File: src/rtl/cdec8_tx_port.sv
// Memory-mapped serial transmitter: a TX FIFO at BASE_ADRS and a status register at BASE_ADRS+1.
// Frames are 8N1, LSB first, CLKS_PER_BIT clocks per bit.
module cdec8_tx_port #(
   parameter logic [7:0]  BASE_ADRS    = 8'hF0,
   parameter int unsigned CLKS_PER_BIT = 434,
   parameter int unsigned FIFO_AW      = 3
) (
   input  logic       clock,
   input  logic       reset,
   input  logic [7:0] adrs,
   input  logic [7:0] wr_data,
   input  logic       mmwr_N,
   input  logic       mmrd_N,
   output logic [7:0] rd_data,
   output logic       rd_hit,
   output logic       txd,
   output logic       busy
);

   localparam int unsigned      DEPTH       = 1 << FIFO_AW;
   localparam logic [FIFO_AW:0] DEPTH_CNT   = (FIFO_AW + 1)'(DEPTH);
   localparam logic [7:0]       STAT_ADRS   = BASE_ADRS + 8'd1;
   localparam logic [15:0]      BAUD_RELOAD = 16'(CLKS_PER_BIT - 1);

   typedef enum logic [1:0] {StIdle, StStart, StData, StStop} state_e;

   state_e               state_q, state_d;
   logic [15:0]          baud_q, baud_d;
   logic [2:0]           bit_q, bit_d;
   logic [7:0]           shreg_q, shreg_d;
   logic                 txd_q, txd_d;
   logic                 wr_prev_q;
   logic                 ovf_q;
   logic [FIFO_AW-1:0]   wr_ptr_q, rd_ptr_q;
   logic [FIFO_AW:0]     count_q;
   logic [7:0]           mem [DEPTH];

   logic wr_event, push_req, push, pop;
   logic fifo_full, fifo_empty, baud_end;

   // One event per strobe: only the falling edge of mmwr_N counts.
   assign wr_event   = wr_prev_q & ~mmwr_N;
   assign push_req   = wr_event && (adrs == BASE_ADRS);
   assign fifo_full  = (count_q == DEPTH_CNT);
   assign fifo_empty = (count_q == '0);
   assign push       = push_req & ~fifo_full;
   assign baud_end   = (baud_q == '0);

   assign busy = (state_q != StIdle);
   assign txd  = txd_q;

   always_ff @(posedge clock or posedge reset) begin
      if (reset) begin
         wr_prev_q <= 1'b1;
         ovf_q     <= 1'b0;
         wr_ptr_q  <= '0;
         rd_ptr_q  <= '0;
         count_q   <= '0;
      end else begin
         wr_prev_q <= mmwr_N;
         if (push) wr_ptr_q <= wr_ptr_q + 1'b1;
         if (pop)  rd_ptr_q <= rd_ptr_q + 1'b1;
         case ({push, pop})
            2'b10:   count_q <= count_q + 1'b1;
            2'b01:   count_q <= count_q - 1'b1;
            default: count_q <= count_q;
         endcase
         if (push_req && fifo_full) begin
            ovf_q <= 1'b1;
         end else if (wr_event && (adrs == STAT_ADRS)) begin
            ovf_q <= 1'b0;
         end
      end
   end

   always_ff @(posedge clock) begin
      if (push) mem[wr_ptr_q] <= wr_data;
   end

   always_ff @(posedge clock or posedge reset) begin
      if (reset) begin
         state_q <= StIdle;
         baud_q  <= '0;
         bit_q   <= '0;
         shreg_q <= '0;
         txd_q   <= 1'b1;
      end else begin
         state_q <= state_d;
         baud_q  <= baud_d;
         bit_q   <= bit_d;
         shreg_q <= shreg_d;
         txd_q   <= txd_d;
      end
   end

   // txd_d is the line level for the next cycle, so txd comes straight from a flop.
   always_comb begin
      state_d = state_q;
      baud_d  = baud_q;
      bit_d   = bit_q;
      shreg_d = shreg_q;
      txd_d   = txd_q;
      pop     = 1'b0;
      case (state_q)
         StIdle: begin
            txd_d = 1'b1;
            if (!fifo_empty) begin
               pop     = 1'b1;
               shreg_d = mem[rd_ptr_q];
               baud_d  = BAUD_RELOAD;
               state_d = StStart;
               txd_d   = 1'b0;
            end
         end
         StStart: begin
            if (baud_end) begin
               baud_d  = BAUD_RELOAD;
               bit_d   = '0;
               state_d = StData;
               txd_d   = shreg_q[0];
            end else begin
               baud_d = baud_q - 16'd1;
            end
         end
         StData: begin
            if (baud_end) begin
               baud_d = BAUD_RELOAD;
               if (bit_q == 3'd7) begin
                  state_d = StStop;
                  txd_d   = 1'b1;
               end else begin
                  bit_d   = bit_q + 3'd1;
                  shreg_d = {1'b0, shreg_q[7:1]};
                  txd_d   = shreg_q[1];
               end
            end else begin
               baud_d = baud_q - 16'd1;
            end
         end
         StStop: begin
            if (baud_end) begin
               state_d = StIdle;
               txd_d   = 1'b1;
            end else begin
               baud_d = baud_q - 16'd1;
            end
         end
         default: state_d = StIdle;
      endcase
   end

   always_comb begin
      rd_hit  = 1'b0;
      rd_data = 8'h00;
      if (!mmrd_N) begin
         if (adrs == STAT_ADRS) begin
            rd_hit  = 1'b1;
            rd_data = {ovf_q, 3'b000, fifo_empty, fifo_full, busy, 1'b0};
         end else if (adrs == BASE_ADRS) begin
            rd_hit = 1'b1;
         end
      end
   end

endmodule

File: config.mk
export PLATFORM = sky130hd
export DESIGN_NAME = cdec8_tx_port
export DESIGN_NICKNAME = d
export VERILOG_FILES = /design/src/rtl/cdec8_tx_port.sv
export SDC_FILE = /design/constraint.sdc
export NUM_CORES = 1
export LEC_CHECK = 0
export CAP_MARGIN = 5
export CORE_UTILIZATION = 55
export CTS_BUF_LIST = sky130_fd_sc_hd__clkbuf_4 sky130_fd_sc_hd__clkbuf_8 sky130_fd_sc_hd__clkbuf_16
export DETAILED_ROUTE_END_ITERATION = 7
export GPL_TIMING_DRIVEN = 0
export PLACE_DENSITY = 0.79
export SKIP_CTS_REPAIR_TIMING = 1
export SLEW_MARGIN = 25
export SYNTH_ARGS = -nofsm -noshare
export SYNTH_HDL_FRONTEND = slang
export SYNTH_SLANG_ARGS = --single-unit
File: constraint.sdc
create_clock -name clock -period 7.85 [get_ports clock]
set_input_delay 1.57 -clock clock [delete_from_list [all_inputs] [get_ports clock]]
set_output_delay 1.57 -clock clock [all_outputs]
set_load 0.01 [all_outputs]
* After elaboration in Yosys (flattened, before gate mapping)
Memories as Yosys holds them, arrays and structs flattened.
Cells that the tools add are included.
** Operators by class
- Add/subtract/negate cells :: 6
- Bitwise operators :: 4
- Div/mod/pow operators :: 0
- Shifts and indexed selects :: 0
- Magnitude comparators :: 0
- Reduce and logical (&&, ||, !) cells :: 17
- $mul :: 0
- Equality and inequality tests :: 16
- Muxes and demuxes :: 36
** Operators by type and width (count)
- $mux W16 :: 3
- $pmux W16 S3 :: 1
- $mux W8 :: 5
- $eq A8 B8 Y1 const B :: 2
- $logic_not A16 Y1 :: 1
- $pmux W8 S2 :: 1
- $sub A16 B1 Y16 const B :: 1
- $mux W1 :: 14
- $ne A2 B2 Y1 const B :: 7
- $mux W2 :: 5
- $reduce_bool A2 Y1 :: 5
- $add A3 B1 Y3 const B :: 3
- $mux W3 :: 3
- $pmux W2 S4 :: 1
- $pmux W4 S2 :: 1
- $reduce_and A4 Y1 :: 2
- $eq A2 B2 Y1 const B :: 3
- $pmux W3 S2 :: 1
- $reduce_and A5 Y1 :: 1
- $add A4 B1 Y4 const B :: 1
- $eq A2 B1 Y1 const B :: 2
- $eq A4 B4 Y1 const B :: 1
- $logic_not A4 Y1 :: 1
- $pmux W1 S4 :: 1
- 9 further kinds :: 13
** Storage, ports and cells
- Bits in latches :: 0
- Memories kept :: 1
- Flip-flop bits (word level) :: 42
- Bits of input ports :: 20
- ROM bits :: 0
- RAM bits :: 64
- Output and inout port bits :: 11
- Logic and storage cells :: 90
** Memories
- mem :: depth 8, width 8, read ports 1, clocked after memory_dff 0, write ports 1, RTL line 36 : logic [7:0] mem [DEPTH];

* Logic depth before layout (Yosys ltp)
Gate-level depths: netlist of run 1.
- Depth in word-level cells :: 6
- Mapped depth :: 12
- Depth with buffers taken out :: 11

* Least setup slack after synthesis of run 1
OpenSTA, ideal clock, no wires.
- Kind :: in2out
- Start point :: in adrs[1]
- End point :: out rd_data[1]
- Cell stages on the path :: 4
- Setup slack :: 3.753 ns
- Buffers on the path :: 0
- Data arrival time :: 2.527 ns
- Data required time :: 6.280 ns
- Cell sequence :: nor3_1 -> nor3b_1 -> nand2_1 -> nor2_1
** Between the ends
- Longest elaborated chain between the ends :: 3
** Ends and longest elaborated chain
- from (decl) :: RTL line 10 : input logic [7:0] adrs,
- $eq A8 B8 Y1 :: RTL line 156 : if (adrs == STAT_ADRS) begin
- $mux W8 :: RTL line 156
- $mux W8 :: RTL line 155 : if (!mmrd_N) begin
- to (decl) :: RTL line 14 : output logic [7:0] rd_data,
No other way between the ends.

* Worst setup path in the final report of run 1
Ends and elaborated chain as after synthesis.

==> results of run 1 <==
==> layout make-up <==
type / count / area (µm²) / share of cell area [%]
inverters: 10 / 37.54 / 0.6957
multi-input cells: 221 / 1674 / 31.03
plain buffers: 18 / 88.84 / 1.647
well taps: 105 / 131.4 / 2.435
clock inverters: 7 / 71.32 / 1.322
repair buffers: 28 / 292.8 / 5.427
clock buffers: 9 / 123.9 / 2.296
flip-flops and latches: 106 / 2975 / 55.15
==> stage by stage <==
stage                     area [µm²]  hold slack (ns)  total power, W  worst slack [ns]
final                           5395           0.5142        0.001807             2.951
after detailed placement        5195           0.4970        0.001481             2.943
after CTS                       5390           0.5117        0.001808             2.930
after global routing            5395           0.5417        0.001925             2.755
after global placement          5136           0.4685        0.001443             2.711
after floorplan                 4745           0.4453        0.001302             3.753
==> metal layers <==
| metal | vias to the layer above | routed length, µm | track usage, % |
|---|---|---|---|
| li1 | 1424 | - | - |
| met1 | 1496 | 3767 | 29.34 |
| met4 | 0 | 113 | 6.692 |
| met3 | 10 | 533 | 4.670 |
| met5 | - | 0 | 0 |
| met2 | 94 | 4710 | 38.31 |
==> worst min path at each step <==
stage,slack (ns),endpoint,cells after the start
detailed placement,0.50,baud_q[11],2
floorplan,0.45,baud_q[15],1
finish,0.51,baud_q[15],1
CTS,0.51,baud_q[15],1
global route,0.54,txd,1
global placement,0.47,baud_q[15],1
==> cell families after synthesis <==
family | share of synthesized area, %
compound gates | 8.961
fa+ha+maj | 3.172
other cells | 0.07923
flops | 62.86
simple gates | 12.08
xor+xnor | 1.850
mux | 8.327
buf+inv | 2.670
==> where the power goes <==
part           internal [W]  switching [W]
Combinational      0.000321       0.000398
Clock              0.000125       0.000207
Sequential         0.000679      0.0000768
==> registers in the layout (all words and copies together) (netlist names) <==
| name | count |
|---|---|
| count_q | 4 |
| baud_q | 16 |
| shreg_q | 8 |
| ovf_q | 1 |
| rd_ptr_q | 3 |
| mem | 64 |
| wr_prev_q | 1 |
| txd | 1 |
| state_q | 2 |
| wr_ptr_q | 3 |
| bit_q | 3 |
==> worst max-delay path: stages <==
cell and delay (ns):
clkdlybuf4s50_1 0.40, nor3_1 0.22, nor3b_1 0.36, nand2_1 0.13, nor2_1 0.10, clkdlybuf4s50_1 0.55
==> layout by cell type, fill, tap and decap left out, types with 5 or more instances in the layout <==
| cell | instances |
|---|---|
| a21oi_1 | 12 |
| buf_4 | 5 |
| clkbuf_1 | 10 |
| clkbuf_8 | 9 |
| clkdlybuf4s50_1 | 26 |
| dfrtp_1 | 40 |
| edfxtp_1 | 64 |
| ha_1 | 12 |
| inv_1 | 8 |
| mux4_2 | 16 |
| nand2_1 | 25 |
| nand3_1 | 8 |
| nor2_1 | 31 |
| nor3_1 | 7 |
| nor3_2 | 6 |
| o21ai_0 | 10 |
| o22ai_1 | 16 |
| or3_1 | 7 |
| or4_1 | 5 |
| xnor2_1 | 5 |
| xor2_1 | 5 |
==> flow_summary_export.csv, run 1 <==
group,metric,value,unit
layout,nets,426,
synth,synth_edf_count,64,
routing,vias_per_cell,6.000,
synth,synthArstFlopShare,39.62,%
status,status,"finished clean",
sta,fin_tns_setup,0,ns
routing,drc_errors,0,
setup_path,cp.required,6.28,ns
placement,hpwl,6231,µm
sta,rsz0062_at_grt,"false",
routing,first_pass_iters,5,
setup_path,critPathLaunch,"adrs[1]",
clocking,cts_buffers,9,
layout,postLayoutCoreUtil,65.33,%
sta,hold_viol,0,
die,chipHeight,94.77,µm
setup_path,timing.rr.start,"count_q[1]",
global_route,antenna_found_initial,0,
setup_path,critPathLaunchType,"primary input",
clocking,root_buffer,"clkbuf_8",
routing,final_antenna_net_count,0,
clocking,clk_latency,0.38,ns
die,top_level_ports,31,
pwr,leakagePower,2.009,nW
clocking,cts.sinks,106,
routing,wl_per_cell,18.10,µm
placement,dp.cells,488,
synth,synthTopCellsByCount,"edfxtp_1 (64), dfrtp_1 (40), nor2_1 (31)",
clocking,htreeDepth,3,
routing,first_iter_violations,168,
routing,vias,3024,
synth,synth_flop_cell,"edfxtp_1",
setup_path,critPathCapture,"rd_data[1]",
die,core,0.008258,mm²
worst_hold_path,hp-start,"baud_q[15]",
sta,max_freq,204.1,MHz
synth,yosysSeqAreaShare,62.86,%
die,die_area,0.008981,mm²
synth,syn-cell-area,0.004733,mm²
placement,portBuffers,26,
sta,slew_violations,0,
routing,wl,9124,µm
clocking,clk_pin_slew,0.10,ns
synth,synth_most_common_cell,"edfxtp_1",
die,dieWidth,94.77,µm
synth,synth.largest_area_cell,"edfxtp_1",
flow_run,maxCapViolations,0,
clocking,cts_max_path_buffers,2,
sta,fin_crit,4.899,ns
setup_path,r2r_cells,10,
synth,synthCells,352,
global_route,grt_overflow,0,
sta,skew,0.01243,ns
clocking,cts_tree,"yes",
synth,synth.distinct_cells,52,
setup_path,arrival,3.33,ns
synth,syn_avg_cell_area,13.45,µm²
layout,drive_gt1_share,13.78,%
global_route,grt_pass1_vias,3043,
worst_hold_path,hold_class,"reg2reg",
sta,slew_headroom,40.04,%
setup_path,reg2reg_slack,4.77,ns
sta,worstMarginPinSlew,0.8961,ns
pwr,ir_drop,0.0001977,V
synth,ys_ff_latch,106,
placement,globalplace.congestion,0.7901,
setup_path,r2r-end,"count_q[2]",
synth,synth_top_area_share,40.60,%
setup_path,cp-end-kind,"primary output",
sta,finalCritPeriodShare,62.41,%
layout,layout.cells.non_filler,504,
setup_path,worstSetupPathType,"in2out",
global_route,grt_pass1_wl,15010,µm
synth,yosys-top-cells-area,"edfxtp_1 (41%), dfrtp_1 (21%), mux4_2 (7.6%), ha_1 (3.2%), nor2_1 (2.5%)",
layout,n_fill_cell,604,
die,start_util,57.32,%
pwr,p_per_area,334.9,mW/mm²
layout,syn2layout_area_growth,13.98,%
setup_path,cp_max_fo,4,
global_route,track_usage,22.57,%
layout,n_antenna_cell,0,
global_route,grt_max_degree,26,
die,num_rows,33,
synth,yosys_warnings,0,
sta,finalSetupViolCount,0,
No activity file was read; power rests on OpenSTA's default activity.
==> run 2: changes to the inputs <==
CORE_UTILIZATION = 53   (was 55)
PLACE_DENSITY = 0.8   (was 0.79)
clock period = 4.35 ns   (was 7.85 ns; I/O delays follow)
==> run 2 against run 1 <==
  * Register-to-register slack worse by 3.5 ns
  * Routed wire length decreased by 1.1%
  * Largest cell class unchanged
  * Worst setup slack got worse by 2.2 ns
  * Total power grew 80%
  * Combinational power is 81% higher
  * Die area is 3.7% higher
  * Clock-buffer cell count unchanged
  * Global-route usage down 1.3 points
  * Critical path depth stayed put
  * Core utilization fell by 3.0 points
  * Via count is 0.89% lower
  * Clock power is 77% higher
  * Critical endpoint unchanged
==> flow_summary_export.csv, run 2 (synthesis gave the netlist of run 1 again) <==
group,metric,value,unit
die,die_area,0.009312,mm²
layout,syn2layout_area_growth,14.27,%
worst_hold_path,hold-path-endpoint,"baud_q[15]",
layout,multi_input_area,0.001674,mm²
pwr,ir_drop,0.0003383,V
worst_hold_path,hold-path-cell-count,1,
routing,vias_per_cell,5.900,
die,top_level_ports,31,
setup_path,timing.rr.start,"count_q[1]",
layout,drive_gt1_share,14.00,%
pwr,leakagePower,2.014,nW
setup_path,cp.required,3.48,ns
clocking,clk_latency,0.37,ns
global_route,antenna_found_initial,0,
sta,setup_slack,0.7967,ns
routing,final_antenna_net_count,0,
pwr,p_per_area,599.9,mW/mm²
sta,rsz0062_at_grt,"false",
pwr,internal_power,0.002031,W
setup_path,critPathLaunch,"adrs[1]",
routing,vias,2997,
setup_path,cp_max_fo,4,
layout,largestRegisters,"mem: 64 flops, baud_q: 16 flops, shreg_q: 8 flops",
setup_path,crit_top_cell,"clkdlybuf4s50_1",
status,status,"finished clean",
sta,finalCritPeriodShare,81.69,%
placement,dp.cells,492,
sta,hold_viol,0,
sta,skew,0.01533,ns
layout,n_antenna_cell,0,
setup_path,cpPeakStageDelay,0.55,ns
pwr,p_sw,0.001214,W
global_route,track_usage,21.25,%
setup_path,r2r_cells,10,
worst_hold_path,hold_class,"reg2reg",
layout,mostFrequentLayoutCells,"edfxtp_1 (64), dfrtp_1 (40), nor2_1 (31)",
global_route,grt_max_degree,25,
flow_run,maxCapViolations,0,
clocking,cts.sinks,106,
die,core,0.008678,mm²
clocking,htreeDepth,3,
placement,hpwl,6353,µm
clocking,cts_max_path_buffers,2,
routing,drc_errors,0,
global_route,grt_pass1_wl,14450,µm
layout,postLayoutCoreUtil,62.33,%
placement,portBuffers,26,
setup_path,r2r-end,"count_q[2]",
worst_hold_path,hp-start,"baud_q[15]",
sta,finalSetupViolCount,0,
die,start_util,54.54,%
die,chipHeight,96.50,µm
die,num_rows,34,
clocking,root_buffer,"clkbuf_8",
routing,wl,9028,µm
placement,globalplace.congestion,0.7872,
layout,regArea,0.002975,mm²
pwr,power_switching_share,37.41,%
clocking,cts_buffers,9,
setup_path,cp-end-kind,"primary output",
placement,dp_slack,0.4566,ns
sta,slew_violations,0,
global_route,grt_pass1_vias,2984,
pwr,clockPowerShare,18.2,%
sta,max_freq,281.4,MHz
setup_path,critPathLaunchType,"primary input",
clocking,clk_pin_slew,0.11,ns
die,dieWidth,96.50,µm
setup_path,crit_chain,"clkdlybuf4s50_1 -> nor3_1 -> nor3b_1 -> nand2_1 -> nor2_1 -> clkdlybuf4s50_1",
setup_path,worstSetupPathType,"in2out",
routing,first_pass_iters,4,
layout,largest_register_ffs,64,
pwr,comb_power_share,39.9,%
layout,top_register,"mem",
sta,fin_crit,3.553,ns
setup_path,reg2reg_slack,1.27,ns
routing,wl_per_cell,17.77,µm
setup_path,cpMaxStageDelayCell,"clkdlybuf4s50_1",
layout,final_common_cell,"edfxtp_1",
layout,layout.cells.non_filler,508,
sta,worstMarginPinSlew,0.9272,ns
clocking,cts_tree,"yes",
layout,n_fill_cell,664,
setup_path,arrival,2.68,ns
routing,first_iter_violations,157,
global_route,grt_overflow,0,
sta,slew_headroom,37.38,%
pwr,p_seq_share,41.9,%
layout,nets,427,
-- run 2: cell count changes in the layout (fill, tap and decap cells not counted), sizes merged --
| cell | before | now |
|---|---|---|
| buf | 10 | 11 |
-- run 2: critical path: cells and delay by family --
family / cells / cell delay (ns)
simple gates: 4 / 0.87
buf+inv: 2 / 0.95
-- run 2: through the flow --
| step | total power (W) | cell area [µm²] | TNS, ns | hold slack [ns] |
|---|---|---|---|---|
| 2_1_floorplan | 0.002349 | 4745 | 0 | 0.4453 |
| 3_3_place_gp | 0.002596 | 5140 | -1.364 | 0.4648 |
| 3_5_place_dp | 0.002664 | 5209 | 0 | 0.4745 |
| 4_1_cts | 0.003254 | 5404 | 0 | 0.4887 |
| 5_1_grt | 0.003455 | 5409 | 0 | 0.5178 |
| 6_report | 0.003245 | 5409 | 0 | 0.4853 |
-- run 2: how the worst max path moves through the flow --
stage | end | slack, ns | depth (start not counted)
after CTS | rd_data[1] | 0.81 | 6
after global placement | mem[0][5] | -0.17 | 6
after floorplan | mem[0][0] | 1.24 | 5
final | rd_data[1] | 0.80 | 6
after detailed placement | count_q[2] | 0.46 | 12
after global routing | count_q[2] | 0.47 | 12
-- run 2: metal layers --
metal	vias up	wire, µm	global-route usage, %
met4	0	179	7.598
met1	1472	3714	25.72
met3	18	427	4.617
met2	77	4706	37.44
met5	-	0	0
li1	1430	-	-
-- run 2: layout make-up --
| class | instances | area share (%) |
|---|---|---|
| buffer | 18 | 1.642 |
| clock buffer | 9 | 2.290 |
| clock inverter | 7 | 1.319 |
| inverter | 10 | 0.6940 |
| multi-input combinational | 221 | 30.95 |
| sequential | 106 | 55.01 |
| tap | 108 | 2.498 |
| timing repair buffer | 29 | 5.598 |
-- run 2: power by group through the flow --
stage	registers [W]	logic (W)	clock network, W
6_report	0.00136	0.00130	0.000589
5_1_grt	0.00138	0.00144	0.000636
4_1_cts	0.00136	0.00129	0.000600
3_5_place_dp	0.00138	0.00129	0
3_3_place_gp	0.00137	0.00123	0
2_1_floorplan	0.00134	0.00100	0
==> run 3: changes to the inputs <==
CORE_UTILIZATION = 55   (was 53)
PLACE_DENSITY = 0.79   (was 0.8)
clock period = 3.4 ns   (was 4.35 ns; I/O delays follow)
==> run 3 against run 2 <==
  * Total power increased by 29%
  * First-iteration DRC count decreased by 20%
  * Combinational power increased by 28%
  * Worst setup slack got worse by 0.60 ns
  * Critical path depth increased by 6
  * Via count increased by 0.63%
  * Sequential power increased by 28%
  * Clock power increased by 31%
  * Register-to-register slack got worse by 0.93 ns
==> flow_summary_export.csv, run 3 (synthesis gave the netlist of run 1 again) <==
group,metric,value,unit
setup_path,critPathLaunchType,"primary input",
sta,max_freq,312.4,MHz
clocking,cts_tree,"yes",
sta,skew,0.01307,ns
clocking,cts.sinks,106,
placement,portBuffers,26,
sta,fin_tns_setup,0,ns
setup_path,crit_chain,"clkdlybuf4s50_1 -> nor3_1 -> nor4bb_2 -> and2_1 -> clkinvlp_4 -> ha_1 -> xor2_1 -> ha_1 -> a21oi_1 -> xor2_1 -> nor2_1 -> xor2_1",
routing,first_pass_iters,4,
setup_path,cp-end-kind,"flip-flop",
worst_hold_path,hold_class,"reg2reg",
placement,dpl_cell_area,0.005195,mm²
status,status,"finished clean",
die,core,0.008258,mm²
layout,design_area,0.005405,mm²
global_route,antenna_found_initial,0,
sta,slew_violations,0,
routing,wl_per_cell,18.13,µm
sta,finalSetupViolCount,0,
clocking,clk_latency,0.38,ns
routing,wl,9135,µm
pwr,p_per_area,771.6,mW/mm²
layout,largest_register_ffs,64,
routing,vias,3016,
layout,nets,426,
setup_path,cpPeakStageDelay,0.42,ns
setup_path,arrival,3.46,ns
layout,n_antenna_cell,0,
sta,finalCritPeriodShare,94.16,%
sta,worstMarginPinSlew,0.8987,ns
setup_path,reg2reg_slack,0.34,ns
global_route,track_usage,22.57,%
layout,final_common_cell,"edfxtp_1",
flow_run,maxCapViolations,0,
pwr,internal_power,0.002598,W
layout,top_register,"mem",
clocking,htreeDepth,3,
global_route,grt_max_degree,26,
clocking,cts_max_path_buffers,2,
routing,drc_errors,0,
placement,globalplace.congestion,0.7901,
die,chipHeight,94.77,µm
setup_path,worstSetupPathType,"in2reg",
setup_path,path_buf_inv,2,
sta,slew_headroom,39.87,%
clocking,clk_pin_slew,0.10,ns
pwr,comb_power_share,39.7,%
clocking,root_buffer,"clkbuf_8",
setup_path,cp.required,3.66,ns
die,start_util,57.32,%
sta,fin_crit,3.201,ns
layout,mostFrequentLayoutCells,"edfxtp_1 (64), dfrtp_1 (40), nor2_1 (31)",
pwr,power_switching_share,37.71,%
die,dieWidth,94.77,µm
pwr,ir_drop,0.0004580,V
routing,vias_per_cell,5.984,
pwr,leakagePower,2.009,nW
setup_path,cpMaxStageDelayCell,"nor4bb_2",
layout,drive_gt1_share,14.29,%
sta,fin_hold_ws,0.5156,ns
die,num_rows,33,
global_route,grt_pass1_vias,3043,
routing,final_antenna_net_count,0,
setup_path,cp_top_family,"simple AND/OR/NAND/NOR gates",
setup_path,crit_top_cell,"xor2_1",
pwr,clockPowerShare,18.5,%
global_route,grt_overflow,0,
layout,largestRegisters,"mem: 64 flops, baud_q: 16 flops, shreg_q: 8 flops",
sta,hold_viol,0,
routing,first_iter_violations,125,
layout,syn2layout_area_growth,14.19,%
layout,postLayoutCoreUtil,65.45,%
pwr,p_seq_share,41.8,%
setup_path,cp_max_fo,8,
die,top_level_ports,31,
clocking,cts_buffers,9,
placement,hpwl,6231,µm
die,die_area,0.008981,mm²
pwr,p_sw,0.001573,W
global_route,grt_pass1_wl,15010,µm
run 3: worst reg2reg max path, stage by stage (launching register included):
cell and delay (ns):
dfrtp_1 0.37, clkbuf_1 0.20, o41ai_1 0.86, inv_1 0.31, ha_1 0.35, xor2_1 0.17
ha_1 0.19, a21oi_1 0.14, xor2_1 0.16, nor2_1 0.06, xor2_1 0.13
run 3: final timing paths:
| kind | endpoint | cells after the start | from |
|---|---|---|---|
| max reg2reg | count_q[2] | 10 | count_q[1] |
| max in group asynchronous | state_q[0] | 3 | reset |
| min in group asynchronous | baud_q[7] | 2 | reset |
| min | baud_q[15] | 1 | baud_q[15] |
| max | count_q[2] | 12 | adrs[1] |
| min reg2reg | baud_q[15] | 1 | baud_q[15] |
run 3: final cells by class:
type / count / area (µm²)
inverter: 10 / 41.29
multi-input combinational: 221 / 1680
clock inverter: 7 / 71.32
clock buffer: 9 / 123.9
tap: 105 / 131.4
buffer: 18 / 88.84
sequential: 106 / 2975
timing repair buffer: 28 / 292.8
fill: 605 / 2853
run 3: per-stage QoR:
stage	instances	setup WS (ns)	total power [W]
after detailed placement	488	-0.2583	0.003419
after floorplan	355	0.4762	0.003005
after global routing	504	-0.05021	0.004444
after CTS	504	0.1106	0.004175
final	504	0.1986	0.004171
after global placement	486	-0.8491	0.003332
run 3: power by group through the flow:
stage               Sequential (W)  Combinational (W)  Clock [W]
global placement           0.00175            0.00158          0
floorplan                  0.00172            0.00129          0
global route               0.00177            0.00184   0.000829
CTS                        0.00174            0.00166   0.000779
finish                     0.00174            0.00166   0.000770
detailed placement         0.00176            0.00165          0
run 3: routing by layer:
layer | global-route usage (%) | vias to the layer above | share of wire, %
li1 | - | 1426 | -
met4 | 6.692 | 0 | 1.2
met3 | 4.670 | 11 | 5.0
met2 | 38.31 | 71 | 51
met5 | 0 | - | 0
met1 | 29.34 | 1508 | 42
